$ cat src/rtl/packet_receiver.sv
// packet_receiver: RGMII receive-side frame parser.
// Locks onto preamble/SFD, runs a reflected CRC-32 over the frame, holds the
// last five bytes in a delay line so the FCS can be stripped, and emits the
// payload (dest MAC onward) with sof/eof delimiters and a good/bad verdict.
// Optional destination-address filter: define PACKET_RECEIVER_MAC_FILTER_EN.
module packet_receiver #(
  parameter int          MIN_LEN  = 64,
  parameter int          MAX_LEN  = 1522,
  parameter logic [47:0] MAC_ADDR = 48'h020000000001
) (
  input  logic        clk,
  input  logic        reset,
  input  logic [7:0]  rx_data,
  input  logic [1:0]  rx_ctl,
  output logic [7:0]  out_data,
  output logic        out_valid,
  output logic        out_sof,
  output logic        out_eof,
  output logic        out_good,
  output logic [15:0] frames_ok,
  output logic [15:0] frames_bad
);

`ifdef PACKET_RECEIVER_MAC_FILTER_EN
  localparam logic FILTER_EN = 1'b1;
`else
  localparam logic FILTER_EN = 1'b0;
`endif

  localparam logic [10:0] MIN_L       = 11'(MIN_LEN);
  localparam logic [10:0] MAX_L       = 11'(MAX_LEN);
  localparam logic [10:0] DLY_DEPTH   = 11'd5;
  localparam logic [31:0] CRC_RESIDUE = 32'hDEBB20E3;

  typedef enum logic [1:0] {IDLE, PREAMBLE, DATA, DROP} state_t;

  state_t      state, state_n;
  logic        rx_dv, rx_er;
  logic [31:0] crc;
  logic [10:0] len;
  logic [7:0]  dly [0:4];
  logic        sof_sent;
  logic        match_uc, match_bc;

  // next-cycle output values and datapath strobes from the FSM
  logic        nxt_valid, nxt_sof, nxt_eof, nxt_good;
  logic [7:0]  nxt_data;
  logic        inc_ok, inc_bad, start, accept;
  logic [7:0]  mac_byte;
  logic        uc_hit, bc_hit, crc_ok, len_ok;

  assign rx_dv = rx_ctl[0];
  assign rx_er = rx_ctl[0] ^ rx_ctl[1];

  function automatic logic [31:0] crc_next(input logic [31:0] c, input logic [7:0] d);
    logic [31:0] r;
    r = c;
    for (int unsigned i = 0; i < 8; i++)
      r = (r[0] ^ d[i]) ? ((r >> 1) ^ 32'hEDB88320) : (r >> 1);
    return r;
  endfunction

  // station-address byte expected at the current frame position
  always_comb begin
    mac_byte = '0;
    case (len[2:0])
      3'd0: mac_byte = MAC_ADDR[47:40];
      3'd1: mac_byte = MAC_ADDR[39:32];
      3'd2: mac_byte = MAC_ADDR[31:24];
      3'd3: mac_byte = MAC_ADDR[23:16];
      3'd4: mac_byte = MAC_ADDR[15:8];
      3'd5: mac_byte = MAC_ADDR[7:0];
      default: mac_byte = '0;
    endcase
    uc_hit = match_uc && (rx_data == mac_byte);
    bc_hit = match_bc && (rx_data == 8'hFF);
    crc_ok = (crc == CRC_RESIDUE);
    len_ok = (len >= MIN_L) && (len <= MAX_L);
  end

  // state register
  always_ff @(posedge clk) begin
    if (reset) state <= DROP;
    else       state <= state_n;
  end

  // next-state and per-cycle emit decisions
  always_comb begin
    state_n   = state;
    nxt_valid = 1'b0;
    nxt_sof   = 1'b0;
    nxt_eof   = 1'b0;
    nxt_good  = 1'b0;
    nxt_data  = '0;
    inc_ok    = 1'b0;
    inc_bad   = 1'b0;
    start     = 1'b0;
    accept    = 1'b0;
    case (state)
      DROP: begin
        if (!rx_dv) state_n = IDLE;
      end
      IDLE: begin
        if (rx_dv) state_n = (!rx_er && rx_data == 8'h55) ? PREAMBLE : DROP;
      end
      PREAMBLE: begin
        if (!rx_dv)                 state_n = IDLE;
        else if (rx_er)             state_n = DROP;
        else if (rx_data == 8'hD5) begin
          state_n = DATA;
          start   = 1'b1;
        end
        else if (rx_data != 8'h55)  state_n = DROP;
      end
      DATA: begin
        // error and over-length share one path; rx_er wins over end-of-frame
        if (rx_er || (rx_dv && len == MAX_L)) begin
          if (sof_sent) begin
            nxt_valid = 1'b1;
            nxt_eof   = 1'b1;
          end
          inc_bad = 1'b1;
          state_n = DROP;
        end
        else if (!rx_dv) begin
          if (len >= DLY_DEPTH) begin
            nxt_valid = 1'b1;
            nxt_sof   = !sof_sent;
            nxt_eof   = 1'b1;
            nxt_good  = crc_ok && len_ok;
            nxt_data  = dly[4];
            inc_ok    = crc_ok && len_ok;
            inc_bad   = !(crc_ok && len_ok);
          end
          else begin
            inc_bad = 1'b1;
          end
          state_n = IDLE;
        end
        else begin
          accept = 1'b1;
          if (len >= DLY_DEPTH) begin
            if (FILTER_EN && len == DLY_DEPTH && !(uc_hit || bc_hit)) begin
              state_n = DROP;
            end
            else begin
              nxt_valid = 1'b1;
              nxt_sof   = !sof_sent;
              nxt_data  = dly[4];
            end
          end
        end
      end
      default: state_n = DROP;
    endcase
  end

  // registered outputs, counters, CRC, length and delay line
  always_ff @(posedge clk) begin
    if (reset) begin
      out_data   <= '0;
      out_valid  <= 1'b0;
      out_sof    <= 1'b0;
      out_eof    <= 1'b0;
      out_good   <= 1'b0;
      frames_ok  <= '0;
      frames_bad <= '0;
      crc        <= '0;
      len        <= '0;
      sof_sent   <= 1'b0;
      match_uc   <= 1'b0;
      match_bc   <= 1'b0;
      for (int unsigned i = 0; i < 5; i++) dly[i] <= '0;
    end
    else begin
      out_data  <= nxt_data;
      out_valid <= nxt_valid;
      out_sof   <= nxt_sof;
      out_eof   <= nxt_eof;
      out_good  <= nxt_good;
      if (inc_ok)  frames_ok  <= frames_ok + 16'd1;
      if (inc_bad) frames_bad <= frames_bad + 16'd1;
      if (start) begin
        crc      <= '1;
        len      <= '0;
        sof_sent <= 1'b0;
        match_uc <= 1'b1;
        match_bc <= 1'b1;
      end
      else if (accept) begin
        crc <= crc_next(crc, rx_data);
        if (len != '1) len <= len + 11'd1;
        dly[0] <= rx_data;
        for (int unsigned i = 1; i < 5; i++) dly[i] <= dly[i-1];
        if (len < 11'd6) begin
          match_uc <= uc_hit;
          match_bc <= bc_hit;
        end
      end
      if (nxt_sof) sof_sent <= 1'b1;
    end
  end

endmodule

$ cat config.mk
export PLATFORM = sky130hd
export DESIGN_NAME = packet_receiver
export DESIGN_NICKNAME = d
export VERILOG_FILES = /design/src/rtl/packet_receiver.sv
export SDC_FILE = /design/constraint.sdc
export NUM_CORES = 1
export LEC_CHECK = 0
export ABC_AREA = 1
export BUFFER_PORTS_ARGS = -buffer_cell sky130_fd_sc_hd__buf_4
export CAP_MARGIN = 20
export CORE_MARGIN = 1
export CORE_UTILIZATION = 65
export CTS_CLUSTER_DIAMETER = 150
export DETAILED_ROUTE_END_ITERATION = 7
export HOLD_SLACK_MARGIN = 0.1
export PLACE_DENSITY = 0.81
export SYNTH_ARGS = -nofsm -noshare
export SYNTH_HDL_FRONTEND = slang
export SYNTH_SLANG_ARGS = --single-unit
$ cat constraint.sdc
create_clock -name clk -period 5.25 [get_ports clk]
set_input_delay 1.05 -clock clk [delete_from_list [all_inputs] [get_ports clk]]
set_output_delay 1.05 -clock clk [all_outputs]
set_load 0.02 [all_outputs]
==> summary by stage <==
STA
The post-layout minimum cycle time is approximately 2900 ps. On the final layout, the worst clock skew is just under 6 ps. The final-report hold violation count is 0. The transition time at the pin with the least slew margin is around 620 ps. Setup total negative slack on the finished layout was measured at 0 ps. Setup repair after global routing left no endpoint under its margin. The final worst-path cycle share is between 50% and 60%. Setup violations remaining at the end of the flow were counted as 0. The relative max-transition margin is between 50% and 60%. The fmax is between 300 and 400 MHz. The max-slew violation total from the final report is 0.

Logic synthesis
A synthesized cell averages 7.561 sq um. The synthesized netlist devotes 1.068% of its cell area to adder and majority cells. The post-synthesis mux area share is 0%. Summing the areas of all compound-gate instances in the mapped netlist gives 6.886% of the synthesized area. Summing the areas of all and, or, nand and nor instances in the mapped netlist gives approximately 29% of the synthesized area. The netlist uses 36 different library cells.

Summing the sequential cell areas from Yosys gives a little over two fifths of the chip area. The xor/xnor cell area share of the yosys netlist is between 10% and 20%. The cell area after synthesis is around 0.0070 sq mm. The count of flip-flops with a built-in enable after synthesis is 40. Synthesis produced a netlist with a net count of approximately 950. Counting flops with an async set or reset pin after synthesis yields a share of 0%. Synthesis produced a netlist whose cell count is 930. The Yosys step of the flow raised 0 warnings. The main combinational cell family by area after synthesis is simple AND/OR/NAND/NOR gates. The number of storage elements in the synthesis netlist is 130. The flip-flop cell with the highest count after synthesis is sky130_fd_sc_hd__dfxtp_1.

Worst hold path
In this run the most critical hold path is launched from dly[4][2]. The worst hold path was traced through 2 stages. The path class of the tightest hold or removal check is flip-flop to flip-flop. The worst hold endpoint is out_data[2].

Layout
The top cell types in the final layout, fill and taps aside, are 188 x sky130_fd_sc_hd__nand2_1, 121 x sky130_fd_sc_hd__nor2_1, 114 x sky130_fd_sc_hd__inv_1, 90 x sky130_fd_sc_hd__dfxtp_1, 65 x sky130_fd_sc_hd__xor2_1. The library cell used most frequently in the layout, excluding fill and tap cells, is sky130_fd_sc_hd__nand2_1. Cells fill about 77% of the core in the end.

In the final design database the tool counted approximately 1000 nets. In the final layout, the share of cells above drive strength 1 is 13.42%. The number of antenna diodes in the final layout is 0.

From synthesis to final layout, the design area changed by 14.50%. The number of fillers in the final layout is around 760.

Setup path
The worst setup path is of the primary input to flip-flop kind. The kind of launch point of the worst setup path is a primary input. The worst setup path is captured at a flip-flop. In this run the critical register-to-register path is captured at len[8]. The signal arrival time at the worst endpoint is 3310 ps. The slack of the worst reg-to-reg path is about 2800 ps.

Counting cells, the worst reg-to-reg path comes to 12. The startpoint identified for the worst register-to-register timing path is len[0]. The required time of the critical path is around 5700 ps. Of all nets on the critical path, the largest fanout is 23.

Run status
The flow ran to the end, and the final reports show no timing, DRC or antenna violations.

Drt
The remaining design rule violation count is 0. The via-per-instance ratio is 5.462. Summing over every cut layer, the via total after detailed routing is slightly above 6000.

In this run the remaining antenna-violating nets after routing total 0. The length of the first detailed-routing pass in iterations is 5. The final layout contains routed wiring with a total length of roughly 16 mm. The detail-routed net length per standard cell is ~14 microns. The initial detailed-routing violation count is roughly 400.

Global route
Global routing consumed, over all layers together, 29.08% of the routing resources. The first-pass GRT wire length is about 26 mm. The maximum number of pins on one net before global-route repair is between 40 and 50. The number of antenna violations at the first check in global routing is 0. The via count of the first global-routing pass is 5700. After global routing the overflow that remains totals 0.

Floorplanning
The die span in y is roughly 110 microns. The number of top-level pins is 56. The die area is 0.01124 sq mm. The initial core utilization is about two thirds. After floorplanning, the core was divided into 37 placement rows.

The core region is 0.01042 sq mm. The die boundary width is 106.0 microns.

Placed design
The estimated wirelength of the detail-placed design is about 10 mm. At the end of routability-driven placement, the weighted congestion stood at 0.9303. Input and output buffers added on the ports amount to 55.

Clocking
After clock tree synthesis, the flow added hold-fix buffers numbering 0. In this run the post-CTS setup repair buffer count came out at 0. The number of clock buffers added by TritonCTS is 17. TritonCTS built the clock tree. Clock tree synthesis found a total of 130 sinks. The depth of the CTS H-tree is 4. After clock tree synthesis, the clock-pin slew on the worst setup and hold paths is 60 ps.

Once the clock tree was built, the resizer swapped 0 gates to a different size. The insertion delay to the later sink of the worst-skew pair is approximately 530 ps. CTS placed an instance of sky130_fd_sc_hd__clkbuf_8 at the clock tree root. No sink is reached through more buffers than the 2 on the longest clock path.

Power and ir drop
Across the VDD grid, the largest voltage drop is 0.2110 mV. For this design the static power due to leakage is around 3.4 nW. The total power per unit cell area is about 330 mW/mm^2.

Run
The number of max-capacitance violations reported is 0.
-- critical path: stages --
cell and delay (ps):
sky130_fd_sc_hd__buf_4 170, sky130_fd_sc_hd__ha_1 320, sky130_fd_sc_hd__inv_1 140, sky130_fd_sc_hd__nand2_1 120
sky130_fd_sc_hd__nand2_4 220, sky130_fd_sc_hd__nand3_4 230, sky130_fd_sc_hd__inv_2 390, sky130_fd_sc_hd__nand2_2 240
sky130_fd_sc_hd__inv_2 200, sky130_fd_sc_hd__nand2_1 80, sky130_fd_sc_hd__a21oi_1 130
-- cell type report --
cell class / instances / area, sq um / share of cell area (%)
multi-input combinational: 643 / 3382 / 42.00
sequential: 130 / 3003 / 37.30
inverter: 128 / 485.5 / 6.030
timing repair buffer: 58 / 442.9 / 5.501
clock buffer: 20 / 435.4 / 5.408
tap: 136 / 170.2 / 2.113
clock inverter: 12 / 132.6 / 1.647
-- synthesized netlist by cell type, types with 21 or more instances --
cell                         n  area, sq um
sky130_fd_sc_hd__a21oi_1    58        290.3
sky130_fd_sc_hd__nand4_1    32        200.2
sky130_fd_sc_hd__inv_1     114        427.9
sky130_fd_sc_hd__nand3_1    60        300.3
sky130_fd_sc_hd__xnor2_1    21        183.9
sky130_fd_sc_hd__xor2_1     65        569.3
sky130_fd_sc_hd__edfxtp_1   40         1201
sky130_fd_sc_hd__dfxtp_1    90         1802
sky130_fd_sc_hd__nor2_1    121        454.2
sky130_fd_sc_hd__nand2_1   188        705.7
sky130_fd_sc_hd__o21ai_0    36        180.2
-- where the power goes --
| part | switching (mW) | internal (mW) | leakage [nW] |
|---|---|---|---|
| sequential | 0.0373 | 1.09 | 1.14 |
| clock | 0.438 | 0.688 | 0.273 |
| combinational | 0.268 | 0.138 | 2.03 |
| total | 0.744 | 1.91 | 3.45 |
-- worst max-delay path by stage --
stage,to,start,slack (ps)
2_1_floorplan,dly[0][0],rx_ctl[0],2000
3_3_place_gp,len[1],rx_ctl[0],2010
3_5_place_dp,len[8],rx_ctl[0],1900
4_1_cts,len[8],rx_ctl[0],2420
5_1_grt,len[7],rx_ctl[0],2180
6_report,len[8],rx_ctl[0],2400
-- sequential cells by signal (all words and copies together), names as in the netlist --
register and count:
len 11, out_sof 1, out_eof 1, out_valid 1
out_data 8, sof_sent 1, out_good 1, dly 40
frames_ok 16, state 2, frames_bad 16, crc 32
-- metal layers --
metal | routed length, microns | GRT usage, % | share of wire, %
met3 | 899 | 6.131 | 5.8
met1 | 6718 | 36.63 | 43
met2 | 7555 | 48.32 | 49
met4 | 352 | 12.50 | 2.3
met5 | 0 | 0 | 0
-- cell families (layout without fill, tap and decap cells) --
| group | after synthesis | count (layout) |
|---|---|---|
| XOR/XNOR | 88 | 88 |
| flip-flops | 130 | 130 |
| adder cells (fa/ha/maj) | 6 | 6 |
| AND/OR/NAND/NOR | 453 | 453 |
| AO/OA/AOI/OAI | 96 | 96 |
| buffers and inverters | 157 | 218 |
-- per-stage QoR --
step	cells	hold slack [ps]	area [sq um]	worst slack [ps]	power, mW
after global routing	1127	509.4	8051	2175	2.761
final	1127	469.7	8051	2398	2.656
after CTS	1126	474.2	8036	2421	2.659
after floorplan	930	439.3	7032	1998	1.460
after global placement	1094	457.2	7468	2011	1.525
after detailed placement	1094	460.0	7468	1896	1.537
No activity file was read; power rests on OpenSTA's default activity.
